`src/rtl/if1_pcgen_pkg.sv`:
```
// ---------------------------------------------------------------------------
// if1_pcgen_pkg
// Shared constants for the IF1 fetch-PC generator:
//   - FSM state encodings BOOT / RUN
//   - default reset PC, stall-bus width, branch-bus width
//   - IF1->IF2 bus width (grows by one bit when IF1_MISALIGN_CHK_EN is defined)
//   - dw_align(): force an address onto a 64-bit SRAM doubleword boundary
// ---------------------------------------------------------------------------
package if1_pcgen_pkg;

  localparam logic BOOT = 1'b0;
  localparam logic RUN  = 1'b1;

  localparam logic [31:0] RESET_PC_DEF = 32'h8000_0000;
  localparam int          STALL_BUS_WD = 6;
  localparam int          BR_BUS_WD    = 33;

`ifdef IF1_MISALIGN_CHK_EN
  localparam int IF12IF2_BUS_WD = 34;
`else
  localparam int IF12IF2_BUS_WD = 33;
`endif

  function automatic logic [31:0] dw_align(input logic [31:0] addr);
    return {addr[31:3], 3'b000};
  endfunction

endpackage

```
`src/rtl/if1_pcgen.sv`:
```
// ---------------------------------------------------------------------------
// if1_pcgen -- first fetch stage of the in-order RV32I pipeline.
//
// Owns the fetch PC, chooses the next PC (flush > branch > pending branch >
// sequential +4) and issues synchronous doubleword reads to the instruction
// SRAM. The PC whose address was issued in cycle N appears on if12if2_bus in
// cycle N+1, together with the SRAM read data; IF2 selects the 32-bit half
// using pc[2].
//
// Optional feature macro: IF1_MISALIGN_CHK_EN
//   When defined, a PC with pc[1:0]!=0 is flagged by a registered
//   fetch_misalign bit carried as the MSB of if12if2_bus, and the SRAM read
//   for that PC is suppressed.
//
// Ports:
//   clk, rst_n        clock, asynchronous active-low reset
//   stall[STALL_WD]   stall vector, bit 0 freezes IF1
//   flush, flush_pc   trap/exception redirect (highest priority)
//   br_bus[33]        {br_e, br_addr} from EX
//   inst_sram_*       read-only SRAM port (we/wdata tied to zero)
//   if12if2_bus       {[fetch_misalign,] pc_valid, pc} to IF2
// ---------------------------------------------------------------------------
module if1_pcgen
  import if1_pcgen_pkg::*;
#(
  parameter logic [31:0] RESET_PC   = RESET_PC_DEF,
  parameter int          STALL_WD   = STALL_BUS_WD,
  parameter int          IF12IF2_WD = IF12IF2_BUS_WD
) (
  input  logic                  clk,
  input  logic                  rst_n,
  input  logic [STALL_WD-1:0]   stall,
  input  logic                  flush,
  input  logic [31:0]           flush_pc,
  input  logic [BR_BUS_WD-1:0]  br_bus,
  output logic                  inst_sram_en,
  output logic [7:0]            inst_sram_we,
  output logic [31:0]           inst_sram_addr,
  output logic [63:0]           inst_sram_wdata,
  output logic [IF12IF2_WD-1:0] if12if2_bus
);

  logic [31:0] pc_q, pc_d;
  logic        pc_valid_q, pc_valid_d;
  logic        state_q, state_d;
  logic        pend_v_q, pend_v_d;
  logic [31:0] pend_pc_q, pend_pc_d;

  logic        br_e;
  logic [31:0] br_addr;
  logic        stall_if1;
  logic [31:0] next_pc;
  logic [31:0] fetch_pc;
  logic        accept;
  logic        en_raw;

  // Only bit 0 of the stall vector concerns IF1; the rest belong to later stages.
  logic unused_stall_bits;
  assign unused_stall_bits = ^stall[STALL_WD-1:1];

  assign br_e      = br_bus[32];
  assign br_addr   = br_bus[31:0];
  assign stall_if1 = stall[0];

  always_comb begin
    if (flush)         next_pc = flush_pc;
    else if (br_e)     next_pc = br_addr;
    else if (pend_v_q) next_pc = pend_pc_q;
    else               next_pc = pc_q + 32'd4;
  end

  always_comb begin
    pc_d       = pc_q;
    pc_valid_d = pc_valid_q;
    state_d    = state_q;
    pend_v_d   = pend_v_q;
    pend_pc_d  = pend_pc_q;
    fetch_pc   = pc_q;
    accept     = 1'b0;

    case (state_q)
      BOOT: begin
        // Redirects are not meaningful before the first fetch is accepted.
        fetch_pc = RESET_PC;
        if (!stall_if1) begin
          pc_d       = RESET_PC;
          pc_valid_d = 1'b1;
          state_d    = RUN;
          accept     = 1'b1;
        end
      end
      default: begin
        // A flush wins even under stall, so the trap target is never lost.
        if (flush || !stall_if1) begin
          fetch_pc   = next_pc;
          pc_d       = next_pc;
          pc_valid_d = 1'b1;
          pend_v_d   = 1'b0;
          accept     = 1'b1;
        end else begin
          // Re-read the held PC so IF2 keeps seeing valid data while frozen;
          // a branch resolved now is remembered (newest wins) for the release.
          fetch_pc = pc_q;
          if (br_e) begin
            pend_v_d  = 1'b1;
            pend_pc_d = br_addr;
          end
        end
      end
    endcase
  end

`ifdef IF1_MISALIGN_CHK_EN
  logic fetch_misalign_q, fetch_misalign_d;

  always_comb begin
    fetch_misalign_d = fetch_misalign_q;
    if (accept) fetch_misalign_d = (fetch_pc[1:0] != 2'b00);
  end

  // Also covers the stalled re-read, where fetch_pc is the held PC.
  assign en_raw = (fetch_pc[1:0] == 2'b00);

  always_ff @(posedge clk or negedge rst_n) begin
    if (!rst_n) fetch_misalign_q <= 1'b0;
    else        fetch_misalign_q <= fetch_misalign_d;
  end

  assign if12if2_bus = {fetch_misalign_q, pc_valid_q, pc_q};
`else
  logic unused_accept;
  assign unused_accept = accept;
  assign en_raw        = 1'b1;
  assign if12if2_bus   = {pc_valid_q, pc_q};
`endif

  always_ff @(posedge clk or negedge rst_n) begin
    if (!rst_n) begin
      pc_q       <= RESET_PC - 32'd4;
      pc_valid_q <= 1'b0;
      state_q    <= BOOT;
      pend_v_q   <= 1'b0;
      pend_pc_q  <= 32'd0;
    end else begin
      pc_q       <= pc_d;
      pc_valid_q <= pc_valid_d;
      state_q    <= state_d;
      pend_v_q   <= pend_v_d;
      pend_pc_q  <= pend_pc_d;
    end
  end

  assign inst_sram_en    = rst_n & en_raw;
  assign inst_sram_addr  = dw_align(fetch_pc);
  assign inst_sram_we    = 8'h00;
  assign inst_sram_wdata = 64'd0;

endmodule
```
`config.mk`:
```
export PLATFORM = sky130hd
export DESIGN_NAME = if1_pcgen
export DESIGN_NICKNAME = d
export VERILOG_FILES = /design/src/rtl/if1_pcgen_pkg.sv /design/src/rtl/if1_pcgen.sv
export SDC_FILE = /design/constraint.sdc
export NUM_CORES = 1
export LEC_CHECK = 0
export ABC_AREA = 1
export BUFFER_PORTS_ARGS = -buffer_cell sky130_fd_sc_hd__buf_4
export CORE_AREA = 2 2 105 107
export DETAILED_ROUTE_END_ITERATION = 8
export DIE_AREA = 0 0 107 109
export HOLD_SLACK_MARGIN = 0.03
export PLACE_DENSITY_LB_ADDON = 0.12
export SLEW_MARGIN = 40
export SYNTH_ARGS = -nofsm -noshare
export SYNTH_HDL_FRONTEND = slang
export SYNTH_SLANG_ARGS = --single-unit
```
`constraint.sdc`:
```
create_clock -name clk -period 3.4 [get_ports clk]
set_input_delay 0.68 -clock clk [delete_from_list [all_inputs] [get_ports clk]]
set_output_delay 0.68 -clock clk [all_outputs]
set_load 0.02 [all_outputs]
```
* After elaboration in Yosys (flattened, before gate mapping)
Index checks and enable logic that the tools add are counted.
Word-level totals: bits in registers 67, bits of input ports 74, output and inout bits 138
Cells by class: $add $sub $neg 1, equal/unequal tests 2, multiplexer cells 14, bitwise logic cells 1, reduce and logical (&&, ||, !) cells 6
Operators with widths (count):
- two-way mux 32 bit | 7
- adder 32 x 3 -> 32 bit (second input constant) | 1
- two-way mux 1 bit | 7
- != test 2 x 1 -> 1 bit (second input constant) | 2
- AND reduction 2 bit | 2
- AND reduction 3 bit | 1
- nonzero test 2 bit | 1
- zero test 1 bit | 1
- logical OR 1 bit | 1
- inverter 1 bit | 1

* Depth between registers and ports, before layout
Gate-level depths: netlist of run 1.
depth after elaboration 6, depth in mapped cells 14, gate-level depth less buffers 13

* Worst setup path after synthesis of run 1
OpenSTA, ideal clock, no wires.
path kind input to output, start input flush, end output inst_sram_addr[25], data arrival time 1.840 ns, setup slack 0.880 ns, stages 10, buffers on the path 4, path through buf_2 -> nor2_1 -> inv_1 -> buf_2 -> buf_2 -> o221ai_1 -> inv_1 -> nand2_1 -> inv_1 -> buf_4
On the way: cells in the longest elaborated chain, start to end 3
RTL lines:
- start: declaration | RTL line if1_pcgen.sv:33 | input logic flush,
- two-way mux 32 bit / logical OR 1 bit (equally long branches) | RTL line if1_pcgen.sv:66, if1_pcgen.sv:94
- two-way mux 32 bit *
- two-way mux 32 bit * | RTL line if1_pcgen.sv:81 | case (state_q)
- end: declaration | RTL line if1_pcgen.sv:38 | output logic [31:0] inst_sram_addr,
Mark *: on every way between the ends. The rest lies on a longest branch, timed or not.

* Final worst setup path of run 1
start register pc_q[3], end output inst_sram_addr[24]
On the way: cells in the longest elaborated chain, start to end 6
RTL lines:
- start: declaration | RTL line if1_pcgen.sv:43 | logic [31:0] pc_q, pc_d;
- start signal: assignment | RTL line if1_pcgen.sv:139 | pc_q <= RESET_PC - 32'd4;
- start signal: assignment | RTL line if1_pcgen.sv:145 | pc_q <= pc_d;
- adder 32 x 3 -> 32 bit | RTL line if1_pcgen.sv:69 | else next_pc = pc_q + 32'd4;
- two-way mux 32 bit | RTL line if1_pcgen.sv:68 | else if (pend_v_q) next_pc = pend_pc_q;
- two-way mux 32 bit | RTL line if1_pcgen.sv:67 | else if (br_e) next_pc = br_addr;
- two-way mux 32 bit | RTL line if1_pcgen.sv:66 | if (flush) next_pc = flush_pc;
- two-way mux 32 bit
- two-way mux 32 bit | RTL line if1_pcgen.sv:81
Every way passes these cells.

==> results of run 1 <==
area by class of cell:
type                    count  area share
repair buffers            146       0.176
clock inverters             5     0.00823
flip-flops and latches     67       0.268
multi-input cells         586       0.428
clock buffers              11      0.0221
inverters                 119      0.0700
well taps                 140      0.0274
worst max-delay path by stage:
stage | slack (ns) | endpoint | cells past startpoint
2_1_floorplan | 0.88 | inst_sram_addr[25] | 10
3_3_place_gp | 0.59 | inst_sram_addr[6] | 6
3_5_place_dp | 0.53 | inst_sram_addr[7] | 8
4_1_cts | 0.20 | inst_sram_addr[22] | 14
5_1_grt | 0.02 | inst_sram_addr[24] | 13
6_report | 0.19 | inst_sram_addr[24] | 13
kinds of logic (layout without fill, tap and decap cells):
family                   Yosys count  after routing  synth area share
AO/OA/AOI/OAI                    130            130             0.142
buffers and inverters            259            281             0.249
AND/OR/NAND/NOR                  366            366             0.273
XOR/XNOR                          10             10            0.0158
multiplexers                       4              4           0.00812
adder cells (fa/ha/maj)            1              1           0.00226
other                              1             75          0.000676
flip-flops                        67             67             0.309
cells in the mapped netlist (all sizes together), types with 3 or more instances:
cell	instances	area (um^2)
o221ai	25	219
dfstp	29	762
o211ai	7	52.6
nand2	244	938
nand3	24	120
nor2	86	378
nor3	4	20.0
dfrtp	38	951
buf	115	840
o21ai	78	390
mux2	4	45.0
clkbuf	25	93.8
xnor2	3	26.3
xor2	7	61.3
inv	119	447
a21oi	13	72.6
nand3b	5	37.5
power breakdown:
part / internal, mW / leakage, nW / switching [mW]
Clock: 0.355 / 0.0991 / 0.329
Combinational: 0.315 / 2.65 / 0.535
Sequential: 0.941 / 0.770 / 0.125
Total: 1.61 / 3.51 / 0.989
routing by layer:
metal | wire, um | vias up
met2 | 7450 | 242
li1 | - | 2626
met5 | 0 | -
met3 | 1390 | 13
met1 | 7500 | 2494
met4 | 197 | 0
per-stage QoR:
| stage | worst slack [ns] | utilization | area (um^2) | hold WS (ns) |
|---|---|---|---|---|
| after floorplan | 0.880 | - | 5820 | 0.384 |
| after global placement | 0.591 | 0.583 | 6180 | 0.468 |
| after detailed placement | 0.531 | 0.583 | 6180 | 0.473 |
| after CTS | 0.204 | 0.601 | 6380 | 0.449 |
| after global routing | 0.0234 | 0.602 | 6380 | 0.474 |
| final | 0.188 | 0.602 | 6380 | 0.431 |
state kept, by name, indices dropped and copies added, names as in the netlist:
name / flops
state_q: 1
pend_v_q: 1
pend_pc_q: 32
pc_q: 32
pc_valid_q: 1
==> Flow_metrics.wiki, run 1 <==
{| class="wikitable"
! Metric !! Value
|-
| Max_slew headroom || 0.570
|-
| Residual antenna-violating net count after detailed routing || 0
|-
| Cell Chain, Critical Path || ha_1 > nand2_2 > nor2_2 > nand2_2 > nor2_2 > nand2_1 > nand2_1 > nand3_1 > nand2_1 > nand3_1 > nand2_1 > inv_1 > buf_4
|-
| Static leakage power || around 3.5 nW
|-
| Final weighted congestion in routability-driven placement || 0.953
|-
| Global-route track usage on met2 || 0.445
|-
| Vias || between 5,000 and 6,000
|-
| Largest stage delay, worst path || roughly 0.60 ns
|-
| Final Slew Violations || 0
|-
| Setup violations, final || 0
|-
| Via count of the first global-routing pass || 4,877
|-
| Worst skew pair latency || around 0.36 ns
|-
| Fin cells || between 1,000 and 1,500
|-
| Worst path bufs/invs || 2
|-
| Die Width || about 110 um
|-
| DIE AREA || 11,700 um^2
|-
| Number of antenna violations at the first check in global routing || 0
|-
| Power density cells || just over 400 nW/um^2
|-
| Worst reg2reg path depth || 12
|-
| Fill cell total of the finished layout || around 1,000
|-
| Wire length of the first global-routing pass || approximately 26 mm
|-
| MaxCap Viol Count || 0
|-
| Area used by multi-input combinational logic || approximately 2700 um^2
|-
| Worst-case register-to-register setup slack || between 1 and 1.5 ns
|-
| Kind of critical path || reg2out
|-
| Detailed router's first-iteration violation count || approximately 420
|-
| Sequential area share after synthesis || 0.309
|-
| Post-CTS setup repair buffer count || 0
|-
| Setup skew after layout || 0.00794 ns
|-
| Sinks on Clock Net || 67
|-
| Final Hold Violating Endpoints || 0
|-
| Critical Path Source || pc_q[3]
|-
| Startpoint class of the critical path || register
|-
| Starting Density || 0.523
|-
| Rows || 38
|-
| Maximum level of the CTS H-tree || 3
|-
| Yosys Warn Count || 0
|-
| Most heavily used metal layer in global routing || met2
|-
| Synth-to-layout area growth || 15.1%
|-
| Commonest non-fill, non-tap cells in the layout || nand2_1, buf_4, inv_1
|-
| Clock Tree Root || clkbuf_8
|-
| Distinct cells, synth || 36
|-
| Worst IR drop on VDD || between 0.2 and 0.3 mV
|-
| Run status || complete, no violations
|-
| GR Layer Usage met1 || 0.413
|-
| Power after layout || around 2.6 mW
|-
| Area used by sequential logic in the layout || between 1500 and 2000 um^2
|-
| Most common library cell in the layout ignoring fill and taps || nand2_1
|-
| TritonCTS buffer count || 9
|-
| Post-synthesis cell area || roughly 5500 um^2
|-
| Avg WL per Cell || approximately 15 um
|-
| DRC violation count after routing || 0
|-
| Number of hold buffers added after cts || 0
|-
| Cell family contributing the most delay on the critical path || simple AND/OR/NAND/NOR gates
|-
| Final period utilization || 0.945
|-
| Origin of the critical flop-to-flop path || pc_q[3]
|-
| Clock tree from TritonCTS || built
|-
| Floorplan Core Area || about 11,000 um^2
|-
| Share of cells above drive strength 1 || 0.230
|-
| Input/output buffers || 131
|-
| Worst reg2reg endpoint || pc_q[24]
|-
| Proportion of register bits with asynchronous set or reset after synthesis || 1.00
|-
| Die Y || roughly 110 um
|-
| Sum of overflow across all layers after global routing || 0
|-
| GRT Total Usage || 0.288
|-
| Cell count after synthesis || ~840
|-
| Most frequent CP cell || nand2_1
|-
| Slowest-stage cell, CP || dfstp_2
|-
| Setup_tns || 0 ns
|-
| DP Wirelength || 12.5 mm
|-
| Post-cts sizing count || 0
|-
| Top Ports || approximately 210
|-
| Largest buffer count on any clock path || 2
|-
| Count of state elements after synthesis || 67
|-
| Crit path required time || roughly 2.7 ns
|-
| Worst setup EP type || output port
|-
| Most used DFF post-synth || dfrtp_1
|-
| Largest net degree at the start of global routing || between 60 and 70
|-
| Critical Path Fanout Max || 6
|-
| Fmax || 0.311 GHz
|-
| Vias per cell || between 5 and 6
|-
| Post-synth EDFFs || 0
|-
| Setup repair after global routing missed its margin || no
|-
| Grt met3 use || 0.0532
|-
| Placed instance count || 1,057
|-
| Clock slew seen by the registers of the worst setup and hold paths || roughly 0.080 ns
|-
| Transition at the pin with the smallest max-transition slack || about 0.64 ns
|-
| Critical Path AT || 2.53 ns
|-
| Count of TritonRoute iterations in the first routing pass || 5
|-
| Post-layout minimum cycle time || approximately 3.2 ns
|-
| Post-Route WL || roughly 17 mm
|-
| Diodes inserted || 0
|-
| Final net count || approximately 1,000
|-
| Worst min-delay path class || in2async
|-
| Post-synthesis area per instance || between 6 and 7 um^2
|}
No activity file was read; power rests on OpenSTA's default activity.
==> inputs of run 2 (changes only) <==
--- a/config.mk
+++ b/config.mk
@@ -7,9 +7,10 @@
 export LEC_CHECK = 0
 export ABC_AREA = 1
 export BUFFER_PORTS_ARGS = -buffer_cell sky130_fd_sc_hd__buf_4
-export CORE_AREA = 2 2 105 107
+export CORE_AREA = 2 2 104 106
+export CTS_BUF_LIST = sky130_fd_sc_hd__clkbuf_2 sky130_fd_sc_hd__clkbuf_4 sky130_fd_sc_hd__clkbuf_8
 export DETAILED_ROUTE_END_ITERATION = 8
-export DIE_AREA = 0 0 107 109
+export DIE_AREA = 0 0 106 108
 export HOLD_SLACK_MARGIN = 0.03
 export PLACE_DENSITY_LB_ADDON = 0.12
 export SLEW_MARGIN = 40
==> run 2 against run 1 <==
Compared with the run above: total power rose by 0.27%; clock skew rose by 0.0041 ns; via count fell by 1.5%; register-to-register slack improved by 0.05 ns; critical path depth did not move; wire length fell by 6.0%; count of clock-buffer cells in the layout rose by 1; critical endpoint unchanged; highest routed layer unchanged.
==> Flow_metrics.wiki, run 2 (synthesized netlist as in run 1, its figures left out) <==
{| class="wikitable"
! Metric !! Value
|-
| Worst-case register-to-register setup slack || 1.35 ns (was 1.30 ns)
|-
| Top flop regs || pc_q: 32 flops, pend_pc_q: 32 flops (unchanged)
|-
| MaxCap Viol Count || 0 (unchanged)
|-
| Fill cell total of the finished layout || 1,008 (was 1,021)
|-
| DRC violation count after routing || 0 (unchanged)
|-
| TritonCTS buffer count || 9 (unchanged)
|-
| Worst IR drop on VDD || 0.226 mV (was 0.253 mV)
|-
| Hold slack || 0.266 ns (was 0.431 ns)
|-
| Fmax || 0.319 GHz (was 0.311 GHz)
|-
| Setup skew after layout || 0.0120 ns (was 0.00794 ns)
|-
| Maximum level of the CTS H-tree || 3 (unchanged)
|-
| Most common library cell in the layout ignoring fill and taps || nand2_1 (unchanged)
|-
| Kind of critical path || reg2out (unchanged)
|-
| Setup repair after global routing missed its margin || no (unchanged)
|-
| Final Hold Violating Endpoints || 0 (unchanged)
|-
| Sinks on Clock Net || 67 (unchanged)
|-
| Starting Density || 0.542 (was 0.523)
|-
| Vias || 5,295 (was 5,375)
|-
| Vias per cell || 4.97 (was 5.00)
|-
| Worst reg2reg path depth || 13 (was 12)
|-
| Top Ports || 212 (unchanged)
|-
| Cell count along the critical path || 13 (unchanged)
|-
| Clock slew seen by the registers of the worst setup and hold paths || 0.08 ns (about the same)
|-
| Clock Tree Root || clkbuf_8 (unchanged)
|-
| Setup violations, final || 0 (unchanged)
|-
| Final net count || 1,000 (was 1,004)
|-
| Largest buffer count on any clock path || 2 (unchanged)
|-
| Placed Instance Area || 6130 um^2 (was 6180 um^2)
|-
| Placed instance count || 1,050 (was 1,057)
|-
| Largest stage delay, worst path || 0.59 ns (was 0.60 ns)
|-
| Final period utilization || 0.921 (was 0.945)
|-
| Diodes inserted || 0 (unchanged)
|-
| Post-Route WL || 15.5 mm (was 16.5 mm)
|-
| Commonest non-fill, non-tap cells in the layout || nand2_1, buf_4, inv_1 (unchanged)
|-
| DP Wirelength || 11.2 mm (was 12.5 mm)
|-
| GRT Total Usage || 0.274 (was 0.288)
|-
| Crit path required time || 2.72 ns (about the same)
|-
| Critical Path Fanout Max || 6 (unchanged)
|-
| Input/output buffers || 131 (unchanged)
|-
| Worst min-delay path class || in2async (unchanged)
|-
| Residual antenna-violating net count after detailed routing || 0 (unchanged)
|-
| Post-layout minimum cycle time || 3.13 ns (was 3.21 ns)
|-
| Detailed router's first-iteration violation count || 378 (was 419)
|-
| Post-CTS setup repair buffer count || 0 (unchanged)
|-
| Power density cells || 411 nW/um^2 (was 407 nW/um^2)
|-
| Number of hold buffers added after cts || 0 (unchanged)
|-
| Cell Chain, Critical Path || ha_1 > nand2_2 > nor2_2 > nand2_2 > nor2_2 > nand2_1 > nand2_1 > nand3_1 > nand2_1 > nand3_1 > nand2_1 > inv_1 > buf_4 (unchanged)
|-
| Synth-to-layout area growth || 14.3% (was 15.1%)
|-
| Count of TritonRoute iterations in the first routing pass || 5 (unchanged)
|-
| Fin cells || 1,066 (was 1,074)
|-
| Critical Path Source || pc_q[3] (unchanged)
|-
| Largest net degree at the start of global routing || 49 (was 68)
|-
| Final Slew Violations || 0 (unchanged)
|-
| DIE AREA || 11,400 um^2 (was 11,700 um^2)
|-
| Max_slew headroom || 0.511 (was 0.570)
|-
| Worst reg2reg endpoint || pc_q[22] (was pc_q[24])
|-
| Number of antenna violations at the first check in global routing || 0 (unchanged)
|-
| Final weighted congestion in routability-driven placement || 0.942 (was 0.953)
|-
| Most frequent CP cell || nand2_1 (unchanged)
|-
| Wire length of the first global-routing pass || 24.6 mm (was 25.6 mm)
|-
| Floorplan Core Area || 10,200 um^2 (was 10,600 um^2)
|-
| Avg WL per Cell || 14.6 um (was 15.4 um)
|-
| Startpoint class of the critical path || register (unchanged)
|-
| Origin of the critical flop-to-flop path || pc_q[3] (unchanged)
|-
| Rows || 37 (was 38)
|-
| Cell area after layout || 6340 um^2 (was 6380 um^2)
|-
| Worst skew pair latency || 0.35 ns (was 0.36 ns)
|-
| Sum of overflow across all layers after global routing || 0 (unchanged)
|-
| Via count of the first global-routing pass || 4,662 (was 4,877)
|-
| Post-cts sizing count || 0 (unchanged)
|-
| Critical path destination || inst_sram_addr[24] (unchanged)
|-
| Transition at the pin with the smallest max-transition slack || 0.734 ns (was 0.645 ns)
|-
| Clock tree from TritonCTS || built (unchanged)
|-
| Critical Path AT || 2.45 ns (was 2.53 ns)
|-
| Slowest-stage cell, CP || dfstp_2 (unchanged)
|-
| Die Y || 108 um (was 109 um)
|-
| Worst path bufs/invs || 2 (unchanged)
|-
| Run status || complete, no violations (unchanged)
|-
| Static leakage power || 3.49 nW (was 3.51 nW)
|-
| Die Width || 106 um (was 107 um)
|-
| Setup_tns || 0 ns (unchanged)
|-
| Cell family contributing the most delay on the critical path || simple AND/OR/NAND/NOR gates (unchanged)
|-
| Worst setup EP type || output port (unchanged)
|-
| Share of cells above drive strength 1 || 0.228 (was 0.230)
|}
-- run 2: changes by cell type in the layout (fill, tap and decap cells not counted), sizes merged --
| cell | before | now |
|---|---|---|
| buf | 146 | 142 |
| clkbuf | 11 | 12 |
| clkinv | 3 | 2 |
-- run 2: final cells by class --
type,count,area [um^2],share of cell area
clock buffers,12,165,0.0261
flip-flops and latches,67,1710,0.270
well taps,136,170,0.0268
multi-input cells,586,2730,0.431
repair buffers,142,1070,0.168
clock inverters,4,47.5,0.00750
inverters,119,447,0.0705
-- run 2: worst min-delay path by stage --
| stage | slack (ns) | depth (start not counted) | end | from |
|---|---|---|---|---|
| 2_1_floorplan | 0.38 | 0 | pc_q[0] | rst_n |
| 3_3_place_gp | 0.46 | 1 | pc_valid_q | pc_valid_q |
| 3_5_place_dp | 0.47 | 2 | pend_pc_q[28] | pend_pc_q[28] |
| 4_1_cts | 0.28 | 1 | pend_pc_q[4] | rst_n |
| 5_1_grt | 0.29 | 1 | pend_pc_q[4] | rst_n |
| 6_report | 0.27 | 1 | pend_pc_q[4] | rst_n |
-- run 2: through the flow --
step	util	power [mW]	setup slack [ns]
after global routing	0.620	2.75	0.0859
final	0.620	2.61	0.270
after detailed placement	0.599	1.89	0.640
after CTS	0.620	2.62	0.283
after floorplan	-	1.69	0.880
after global placement	0.599	1.88	0.630
-- run 2: per-layer routing --
metal	share of wire	vias to the layer above	global-route usage	routed length (um)
met1	0.45	2416	0.393	6960
met5	0	-	0	0
met3	0.084	18	0.0307	1300
met2	0.45	248	0.440	7050
met4	0.015	0	0.0827	240
li1	-	2613	-	-
-- run 2: worst register-to-register path, stage by stage (launching register included) --
cell and delay (ns):
dfstp_2 0.59, ha_1 0.23, nand2_2 0.08, nor2_2 0.16
nand2_2 0.15, nor2_4 0.20, nand2_1 0.07, nand2_1 0.06
nand2_1 0.05, nand2_1 0.05, nand2_1 0.05, nand2_1 0.11
nand2_1 0.08, o21ai_1 0.08
-- run 2: where the power goes --
part | internal, mW | leakage, nW | switching, mW
combinational | 0.310 | 2.61 | 0.509
sequential | 0.941 | 0.770 | 0.126
clock | 0.396 | 0.108 | 0.325
total | 1.65 | 3.49 | 0.960
==> inputs of run 3 (changes only) <==
--- a/config.mk
+++ b/config.mk
@@ -7,12 +7,13 @@
 export LEC_CHECK = 0
 export ABC_AREA = 1
 export BUFFER_PORTS_ARGS = -buffer_cell sky130_fd_sc_hd__buf_4
-export CORE_AREA = 2 2 104 106
+export CORE_AREA = 2 2 107 109
 export CTS_BUF_LIST = sky130_fd_sc_hd__clkbuf_2 sky130_fd_sc_hd__clkbuf_4 sky130_fd_sc_hd__clkbuf_8
 export DETAILED_ROUTE_END_ITERATION = 8
-export DIE_AREA = 0 0 106 108
+export DIE_AREA = 0 0 109 111
 export HOLD_SLACK_MARGIN = 0.03
 export PLACE_DENSITY_LB_ADDON = 0.12
+export SKIP_CTS_REPAIR_TIMING = 1
 export SLEW_MARGIN = 40
 export SYNTH_ARGS = -nofsm -noshare
 export SYNTH_HDL_FRONTEND = slang
==> constraint.sdc (replaced) <==
create_clock -name clk -period 3.36 [get_ports clk]
set_input_delay 0.672 -clock clk [delete_from_list [all_inputs] [get_ports clk]]
set_output_delay 0.672 -clock clk [all_outputs]
set_load 0.02 [all_outputs]
==> run 3 against run 2 <==
Compared with the run above: sequential share of layout area shrank 0.35 points; total power grew 5.3%; combinational power grew 2%; worst hold slack is essentially flat; clock power grew 15%; wire length grew 0.59%; clock skew shrank 0.0022 ns; critical endpoint is now inst_sram_addr[22]; largest cell class unchanged.
==> Flow_metrics.wiki, run 3 (synthesized netlist as in run 1, its figures left out) <==
{| class="wikitable"
! Metric !! Value
|-
| Critical Path Fanout Max || 6 (unchanged)
|-
| Clock tree from TritonCTS || built (unchanged)
|-
| Sinks on Clock Net || 67 (unchanged)
|-
| Clock Tree Root || clkbuf_8 (unchanged)
|-
| Starting Density || 0.501 (was 0.542)
|-
| Rows || 39 (was 37)
|-
| Worst reg2reg path depth || 5 (was 13)
|-
| Vias || 5,313 (was 5,295)
|-
| DIE AREA || 12,100 um^2 (was 11,400 um^2)
|-
| Worst min-delay path class || in2async (unchanged)
|-
| Utilization after layout || 0.580 (was 0.620)
|-
| Cell count along the critical path || 13 (unchanged)
|-
| Most common library cell in the layout ignoring fill and taps || nand2_1 (unchanged)
|-
| Final weighted congestion in routability-driven placement || 0.922 (was 0.942)
|-
| Run status || complete, no violations (unchanged)
|-
| Largest net degree at the start of global routing || 43 (was 49)
|-
| Largest stage delay, worst path || 0.59 ns (about the same)
|-
| Most frequent CP cell || nand2_1 (unchanged)
|-
| Kind of critical path || reg2out (unchanged)
|-
| Final Hold Violating Endpoints || 0 (unchanged)
|-
| Via count of the first global-routing pass || 4,764 (was 4,662)
|-
| Top flop regs || pc_q: 32 flops, pend_pc_q: 32 flops (unchanged)
|-
| Avg WL per Cell || 14.5 um (was 14.6 um)
|-
| Worst path bufs/invs || 2 (unchanged)
|-
| Origin of the critical flop-to-flop path || state_q (was pc_q[3])
|-
| Share of cells above drive strength 1 || 0.233 (was 0.228)
|-
| Fill cell total of the finished layout || 1,112 (was 1,008)
|-
| Synth-to-layout area growth || 15.9% (was 14.3%)
|-
| DRC violation count after routing || 0 (unchanged)
|-
| Count of TritonRoute iterations in the first routing pass || 5 (unchanged)
|-
| Setup skew after layout || 0.00986 ns (was 0.0120 ns)
|-
| Input/output buffers || 131 (unchanged)
|-
| Final Slew Violations || 0 (unchanged)
|-
| Worst IR drop on VDD || 0.236 mV (was 0.226 mV)
|-
| Residual antenna-violating net count after detailed routing || 0 (unchanged)
|-
| Power density cells || 427 nW/um^2 (was 411 nW/um^2)
|-
| Vias per cell || 4.93 (was 4.97)
|-
| Sum of overflow across all layers after global routing || 0 (unchanged)
|-
| DP Wirelength || 11.4 mm (was 11.2 mm)
|-
| Worst setup EP type || output port (unchanged)
|-
| Max_slew headroom || 0.523 (was 0.511)
|-
| Diodes inserted || 0 (unchanged)
|-
| Transition at the pin with the smallest max-transition slack || 0.714 ns (was 0.734 ns)
|-
| Largest buffer count on any clock path || 2 (unchanged)
|-
| Detailed router's first-iteration violation count || 342 (was 378)
|-
| Static leakage power || 3.53 nW (was 3.49 nW)
|-
| Final net count || 1,005 (was 1,000)
|-
| TritonCTS buffer count || 9 (unchanged)
|-
| Setup violations, final || 0 (unchanged)
|-
| Startpoint class of the critical path || register (unchanged)
|-
| Crit path required time || 2.69 ns (was 2.72 ns)
|-
| Post-Route WL || 15.6 mm (was 15.5 mm)
|-
| Setup_tns || 0 ns (unchanged)
|-
| Setup repair after global routing missed its margin || no (unchanged)
|-
| MaxCap Viol Count || 0 (unchanged)
|-
| Die Y || 111 um (was 108 um)
|-
| Least setup slack across all paths after layout || 0.210 ns (was 0.270 ns)
|-
| Fmax || ~0.32 GHz
|-
| Die Width || 109 um (was 106 um)
|-
| Cell family contributing the most delay on the critical path || simple AND/OR/NAND/NOR gates (unchanged)
|-
| Clock slew seen by the registers of the worst setup and hold paths || 0.07 ns (was 0.08 ns)
|-
| Top Ports || 212 (unchanged)
|-
| Number of antenna violations at the first check in global routing || 0 (unchanged)
|-
| Cell Chain, Critical Path || ha_1 > nand2_2 > nor2_2 > nand2_2 > nor2_4 > nand3_1 > nand2_1 > nand2_1 > nand2_1 > nand2_1 > nand2_1 > inv_1 > buf_4 (was ha_1 > nand2_2 > nor2_2 > nand2_2 > nor2_2 > nand2_1 > nand2_1 > nand3_1 > nand2_1 > nand3_1 > nand2_1 > inv_1 > buf_4)
|-
| Post-layout minimum cycle time || 3.15 ns
|-
| Floorplan Core Area || 11,100 um^2 (was 10,200 um^2)
|-
| Critical Path Source || pc_q[3] (unchanged)
|-
| Maximum level of the CTS H-tree || 3 (unchanged)
|-
| Setup WS pre-CTS || 0.516 ns (was 0.640 ns)
|-
| Commonest non-fill, non-tap cells in the layout || nand2_1, buf_4, inv_1 (unchanged)
|-
| Critical Path AT || 2.48 ns (was 2.45 ns)
|-
| Slowest-stage cell, CP || dfstp_2 (unchanged)
|-
| Final period utilization || 0.937
|-
| GRT Total Usage || 0.261 (was 0.274)
|-
| Wire length of the first global-routing pass || 24.5 mm (was 24.6 mm)
|-
| Worst skew pair latency || 0.36 ns (was 0.35 ns)
|}
[run 3: cell count changes in the layout (fill, tap and decap cells not counted)]
cell	previous run	this run
buf_12	0	1
buf_4	142	146
bufinv_16	1	2
clkbuf_4	0	1
clkinv_2	2	0
clkinv_4	0	1
clkinvlp_4	1	0
dfrtp_1	38	37
dfrtp_2	0	1
[run 3: metrics by stage]
step | hold slack [ns] | power, mW | instance area (um^2) | cells
finish | 0.266 | 2.74 | 6430 | 1078
global route | 0.289 | 2.90 | 6430 | 1078
CTS | 0.276 | 2.75 | 6430 | 1078
detailed placement | 0.463 | 1.92 | 6190 | 1062
global placement | 0.458 | 1.91 | 6180 | 1062
floorplan | 0.376 | 1.71 | 5820 | 912
[run 3: worst paths after layout]
kind | end | slack (ns)
max | inst_sram_addr[22] | 0.21
min | pend_pc_q[4] | 0.27
max reg2reg | pc_q[31] | 1.14
min reg2reg | pc_valid_q | 0.48
max in group asynchronous | pc_q[5] | 2.21
min in group clk | pc_valid_q | 0.48
[run 3: layout make-up]
class,instances,area (um^2),share of cell area
clock buffers,13,173,0.0269
clock inverters,3,68.8,0.0107
inverters,119,447,0.0695
multi-input cells,586,2730,0.425
flip-flops and latches,67,1710,0.267
well taps,143,179,0.0278
repair buffers,147,1120,0.174
[run 3: report_power, final]
group | internal (mW) | total (mW) | switching (mW)
Clock | 0.489 | 0.829 | 0.340
Sequential | 0.952 | 1.08 | 0.125
Combinational | 0.319 | 0.838 | 0.519
Total | 1.76 | 2.74 | 0.984
[run 3: metal layers]
layer	global-route usage	vias to the layer above	routed length [um]
li1	-	2621	-
met1	0.377	2449	7110
met2	0.413	229	7220
met3	0.0288	14	1150
met4	0.0675	0	154
met5	0	-	0
